--- src/rtl/scope_trig_capture.sv ---
// scope_trig_capture: edge-triggered capture of a filtered sample stream.
// Each capture records DEPTH samples into a circular buffer: PRETRIG samples
// before the trigger sample, the trigger sample, and DEPTH-PRETRIG-1 after it.
// The window is read back through a registered random-access port.
// Optional feature macro: TRIG_TIMEOUT_EN (auto-trigger after TIMEOUT samples
// in WAIT_TRIG; when undefined no counter is built and auto_trig is tied 0).
module scope_trig_capture #(
    parameter int DATA_SIZE = 16,
    parameter int ADDR_SIZE = 8,
    parameter int DEPTH     = 256,
    parameter int PRETRIG   = 64,
    parameter int TIMEOUT   = 4096
) (
    input  logic                 clk,
    input  logic                 rst,
    input  logic                 arm,
    input  logic [DATA_SIZE-1:0] trig_level,
    input  logic                 trig_slope,
    input  logic [DATA_SIZE-1:0] sample_in,
    input  logic                 sample_valid,
    input  logic [ADDR_SIZE-1:0] rd_addr,
    output logic [DATA_SIZE-1:0] rd_data,
    output logic                 busy,
    output logic                 triggered,
    output logic                 capture_done,
    output logic                 auto_trig,
    output logic [2:0]           state_dbg
);

    // Handshake: sample_valid is a one-cycle strobe with no back-pressure;
    // every cycle it is high during PRE/WAIT_TRIG/POST one sample is consumed.
    // arm is a single-cycle request honoured only in IDLE or DONE.

    typedef enum logic [2:0] {
        S_IDLE = 3'd0,
        S_PRE  = 3'd1,
        S_WAIT = 3'd2,
        S_POST = 3'd3,
        S_DONE = 3'd4
    } state_t;

    state_t state, state_nx;

    logic [DATA_SIZE-1:0] mem [DEPTH];
    logic [DATA_SIZE-1:0] prev;
    logic [ADDR_SIZE-1:0] wptr, cnt, trig_ptr, start_ptr, rd_phys;
    logic [ADDR_SIZE:0]   rd_sum, rd_sum_w;
    logic capturing, wr_en, arm_ok, pre_last, post_last;
    logic real_hit, time_hit, trig_hit, trig_q;

`ifdef TRIG_TIMEOUT_EN
    localparam int TW = (TIMEOUT > 1) ? $clog2(TIMEOUT) : 1;
    logic [TW-1:0] tcnt;
    logic          auto_q;
`endif

    // Decode the current state into write/trigger qualifiers.
    always_comb begin
        capturing = (state == S_PRE) || (state == S_WAIT) || (state == S_POST);
        wr_en     = capturing && sample_valid;
        arm_ok    = arm && ((state == S_IDLE) || (state == S_DONE));
        pre_last  = (cnt == ADDR_SIZE'(PRETRIG - 1));
        post_last = (cnt == ADDR_SIZE'(DEPTH - PRETRIG - 2));
        real_hit  = 1'b0;
        if (trig_slope)
            real_hit = (prev > trig_level) && (sample_in <= trig_level);
        else
            real_hit = (prev < trig_level) && (sample_in >= trig_level);
`ifdef TRIG_TIMEOUT_EN
        time_hit = (tcnt == TW'(TIMEOUT - 1));
`else
        time_hit = 1'b0;
`endif
        trig_hit = (state == S_WAIT) && sample_valid && (real_hit || time_hit);
    end

    // State register.
    always_ff @(posedge clk) begin
        if (!rst) state <= S_IDLE;
        else      state <= state_nx;
    end

    // Next-state logic.
    always_comb begin
        state_nx = state;
        case (state)
            S_IDLE, S_DONE: if (arm_ok) state_nx = S_PRE;
            S_PRE:          if (sample_valid && pre_last) state_nx = S_WAIT;
            S_WAIT:         if (trig_hit) state_nx = S_POST;
            S_POST:         if (sample_valid && post_last) state_nx = S_DONE;
            default:        state_nx = S_IDLE;
        endcase
    end

    // Pointers, counters, previous sample and trigger flags.
    always_ff @(posedge clk) begin
        if (!rst) begin
            wptr     <= '0;
            cnt      <= '0;
            prev     <= '0;
            trig_ptr <= '0;
            trig_q   <= 1'b0;
`ifdef TRIG_TIMEOUT_EN
            tcnt     <= '0;
            auto_q   <= 1'b0;
`endif
        end else if (arm_ok) begin
            wptr   <= '0;
            cnt    <= '0;
            trig_q <= 1'b0;
`ifdef TRIG_TIMEOUT_EN
            tcnt   <= '0;
            auto_q <= 1'b0;
`endif
        end else if (wr_en) begin
            wptr <= (wptr == ADDR_SIZE'(DEPTH - 1)) ? '0 : wptr + 1'b1;
            prev <= sample_in;
            case (state)
                S_PRE:  cnt <= pre_last ? '0 : cnt + 1'b1;
                S_WAIT: begin
`ifdef TRIG_TIMEOUT_EN
                    tcnt <= tcnt + 1'b1;
`endif
                    if (trig_hit) begin
                        trig_ptr <= wptr;
                        trig_q   <= 1'b1;
                        cnt      <= '0;
`ifdef TRIG_TIMEOUT_EN
                        auto_q   <= ~real_hit;
`endif
                    end
                end
                S_POST:  cnt <= cnt + 1'b1;
                default: cnt <= cnt;
            endcase
        end
    end

    // Sample buffer write port; contents are not reset.
    always_ff @(posedge clk) begin
        if (wr_en) mem[wptr] <= sample_in;
    end

    // Map the logical read index onto the circular buffer.
    always_comb begin
        if (trig_ptr >= ADDR_SIZE'(PRETRIG))
            start_ptr = trig_ptr - ADDR_SIZE'(PRETRIG);
        else
            start_ptr = trig_ptr + ADDR_SIZE'(DEPTH - PRETRIG);
        rd_sum   = {1'b0, start_ptr} + {1'b0, rd_addr};
        rd_sum_w = rd_sum;
        if (rd_sum >= (ADDR_SIZE + 1)'(DEPTH))
            rd_sum_w = rd_sum - (ADDR_SIZE + 1)'(DEPTH);
        rd_phys = rd_sum_w[ADDR_SIZE-1:0];
    end

    // Registered readout.
    always_ff @(posedge clk) begin
        if (!rst) rd_data <= '0;
        else      rd_data <= mem[rd_phys];
    end

    assign busy         = capturing;
    assign triggered    = trig_q;
    assign capture_done = (state == S_DONE);
    assign state_dbg    = state;
`ifdef TRIG_TIMEOUT_EN
    assign auto_trig    = auto_q;
`else
    assign auto_trig    = 1'b0;
`endif

endmodule
--- config.mk ---
export PLATFORM = sky130hd
export DESIGN_NAME = scope_trig_capture
export DESIGN_NICKNAME = d
export VERILOG_FILES = /design/src/rtl/scope_trig_capture.sv
export SDC_FILE = /design/constraint.sdc
export NUM_CORES = 2
export LEC_CHECK = 0
export ABC_CLOCK_PERIOD_IN_PS = 2900
export BUFFER_PORTS_ARGS = -buffer_cell sky130_fd_sc_hd__buf_2
export CORE_MARGIN = 3
export CORE_UTILIZATION = 40
export CTS_CLUSTER_DIAMETER = 100
export CTS_CLUSTER_SIZE = 30
export DETAILED_ROUTE_END_ITERATION = 8
export SLEW_MARGIN = 20
export SYNTH_ARGS = -nofsm -noshare
export SYNTH_HDL_FRONTEND = slang
export SYNTH_SLANG_ARGS = --single-unit
--- constraint.sdc ---
create_clock -name clk -period 2.9 [get_ports clk]
set_input_delay 0.145 -clock clk [delete_from_list [all_inputs] [get_ports clk]]
set_output_delay 0.145 -clock clk [all_outputs]
set_load 0.02 [all_outputs]
==> metrics.txt <==
Reg clk slew, reported paths approximately 110 ps; Slew headroom 12.3%; number of synthesis warnings 0; Core Area ~0.4 sq mm; crit end category register; R2R Setup Slk -980 ps; synth unique cells 62; Detailed Place HPWL 268 mm; clk buf depth 4; row count 232; DR DRC count 0; Static Leakage 57.3 nW; kind of critical path reg2reg; TritonCTS clock tree built; Placer Congestion between 0.8 and 0.9; Chip Width 640 microns; die height 640 microns; Min Clock Period, post-route 3880 ps; Max Clk Rate 258 MHz; Core Util, Final between 40% and 50%; Pre-antenna DRT Iters 6; syn avg cell area 20.9 sq um; Worst R2R Path Depth 15; CTS sink count 4156; PD cells 561 mW/mm^2; vias per std cell 5.86; Setup WS post-layout -979 ps; failing checks setup timing; register area 0.124 sq mm; met3 WL 35.2 mm; Post-Syn Area ~0.16 sq mm; metal2 WL 208 mm; final net count 8588; ys async rst share 0%; Max Used Layer met5; CP required 3710 ps; area of the multi-input gates 0.0358 sq mm; Tcrit/Tclk final 134%; # setup viols final 16; Synth top area share 76.6%; Worst-Skew Late Latency ~930 ps; final WL 435 mm; initial DRC count 11.0k; Area Overhead vs Synth 13.5%; global-route wire length before repair roughly 620 mm; area leader, netlist edfxtp_1; Gate Count Post-Synth between 7k and 8k; CP Launch Point trig_ptr[0]; VDD IR max 0.437 mV; TritonCTS Buffers 163; worst setup path end rd_data[14]; Worst-Margin Slew 1310 ps; most frequent cells in the layout edfxtp_1 (4096), mux4_2 (1024), nand2_1 (765), buf_4 (765), nor2_1 (222); Post-Syn Nets 7776; Fillers 33.0k; startpoint types register; total chip power 0.102 W; final hold violation count 0; Starting Density about two fifths; die area 0.409 sq mm; Worst Hold Class in2reg; largest net degree at the start of global routing 170; critical path arrival 4680 ps; post-synthesis register bit count 4156; share of post-route cells with drive strength above 1 30.0%; CTS HTree Levels 4; MaxCap Viol Count 0; worst r2r src trig_ptr[0]; Worst R2R End rd_data[14]; ranking of synthesized cells by area edfxtp_1 (77%), mux4_2 (14%), nand2_1 (1.9%); Root Buffer clkbuf_16; Final ANT Viol Nets 0; IO Pins about 70; Port Buf Inserts 66; dominant synthesized flop cell edfxtp_1; vias in the first global route about 81k; Final Slew Violations 0; Avg WL per Cell 31.5 microns; GR Util All Layers 21.0%; initial antenna violation count 29; number of synthesized flops with an enable pin 4096; wl on met1 178 mm; vias post-DR 81.0k; Final Skew 76.1 ps; RSZ-0062 raised after global routing yes; commonest non-fill, non-tap cell in the layout edfxtp_1; gr ovfl total 0; worst-path maximum fanout 6; setup_tns -14040 ps; status finished with violations; register area share after synthesis 77.3%
==> registers in the layout (all words and copies together), names as in the netlist <==
name / flops
trig_ptr: 8
cnt: 8
mem: 4096
wptr: 8
triggered: 1
rd_data: 16
state_dbg: 3
prev: 16
==> area by class of cell <==
type,count,area share [%]
Timing Repair Buffer,1090,6.12
Multi-Input combinational cell,3058,19.6
Sequential cell,4156,68.1
Antenna cell,13,0.0178
Clock buffer,190,2.38
Clock inverter,15,0.110
Tap cell,5265,3.61
Inverter,28,0.0576
==> metrics by stage <==
step | hold WS [ps] | instance area [sq um] | std cells | setup slack, ps
global placement | 448 | 175000 | 13483 | -1600
CTS | 57.7 | 181000 | 13760 | -933
detailed placement | 455 | 175000 | 13483 | -1630
global route | 52.2 | 182000 | 13809 | -985
finish | 46.1 | 182000 | 13815 | -979
floorplan | 244 | 161000 | 7685 | -98.5
==> worst min path at each step <==
stage / from / slack (ps) / cells after the start / to
global route: sample_in[3] / 50 / 3 / mem[165][3]
finish: sample_in[3] / 50 / 3 / mem[165][3]
CTS: sample_in[3] / 60 / 3 / mem[122][3]
global placement: prev[7] / 450 / 2 / prev[7]
floorplan: sample_in[0] / 240 / 0 / mem[0][0]
detailed placement: prev[15] / 450 / 2 / prev[15]
==> timing repair <==
action,4_1_cts,5_1_grt
endpoints found under the hold margin,616,0
resized for setup,190,175
cloned,12,7
buffers inserted,39,41
hold buffers,22,0
endpoints found under the setup margin,43,1003
pin swaps,19,48
==> report_power, final <==
| part | leakage, nW | internal (W) | switching, W |
|---|---|---|---|
| clock | 2.22 | 0.0110 | 0.0177 |
| combinational | 17.8 | 0.00297 | 0.00465 |
| sequential | 37.3 | 0.0659 | 0.0000685 |
| total | 57.3 | 0.0798 | 0.0224 |
==> Yosys cell counts (4+ instances only) <==
library cell,number
a21oi_1,38
or3_1,5
buf_1,48
nand4_1,78
dfxtp_1,60
buf_6,9
mux4_2,1024
ha_1,45
nor2_1,282
a221oi_1,44
buf_2,156
edfxtp_1,4096
nor2b_1,9
and3_1,35
a32o_1,30
o211ai_1,17
inv_1,28
xnor2_1,5
a32oi_1,79
nand3_1,251
o21a_1,5
a21o_1,12
o22ai_1,18
clkbuf_1,175
o21ai_0,44
xor2_1,4
nor3_1,9
buf_4,55
mux2i_1,178
nand2_1,795
==> metal layers <==
layer,vias to the layer above,track usage (%)
li1,33016,-
met1,43945,30.4
met2,3517,33.4
met3,480,2.79
met4,6,6.16
met5,-,0
==> kinds of logic (layout without fill, tap and decap cells) <==
family	Yosys count	after routing	share of synthesized area, %
adder cells (fa/ha/maj)	46	46	0.363
flip-flops	4156	4156	77.3
AO/OA/AOI/OAI	313	313	1.49
other	1	14	0.00233
XOR/XNOR	11	11	0.0693
AND/OR/NAND/NOR	1485	1485	3.93
multiplexers	1202	1202	15.5
buffers and inverters	471	1323	1.39
==> critical path, stage by stage, from the launching register on <==
cell and delay [ps]:
dfxtp_2 350, ha_4 160, fa_4 870, buf_12 160, buf_16 170, buf_12 150
buf_8 110, mux4_2 290, mux2i_1 140, buf_4 140, a32o_2 180, a221oi_2 70
clkbuf_16 190, a221oi_4 470, buf_4 190, o211ai_1 70
Power figures use the tool's default switching activity.
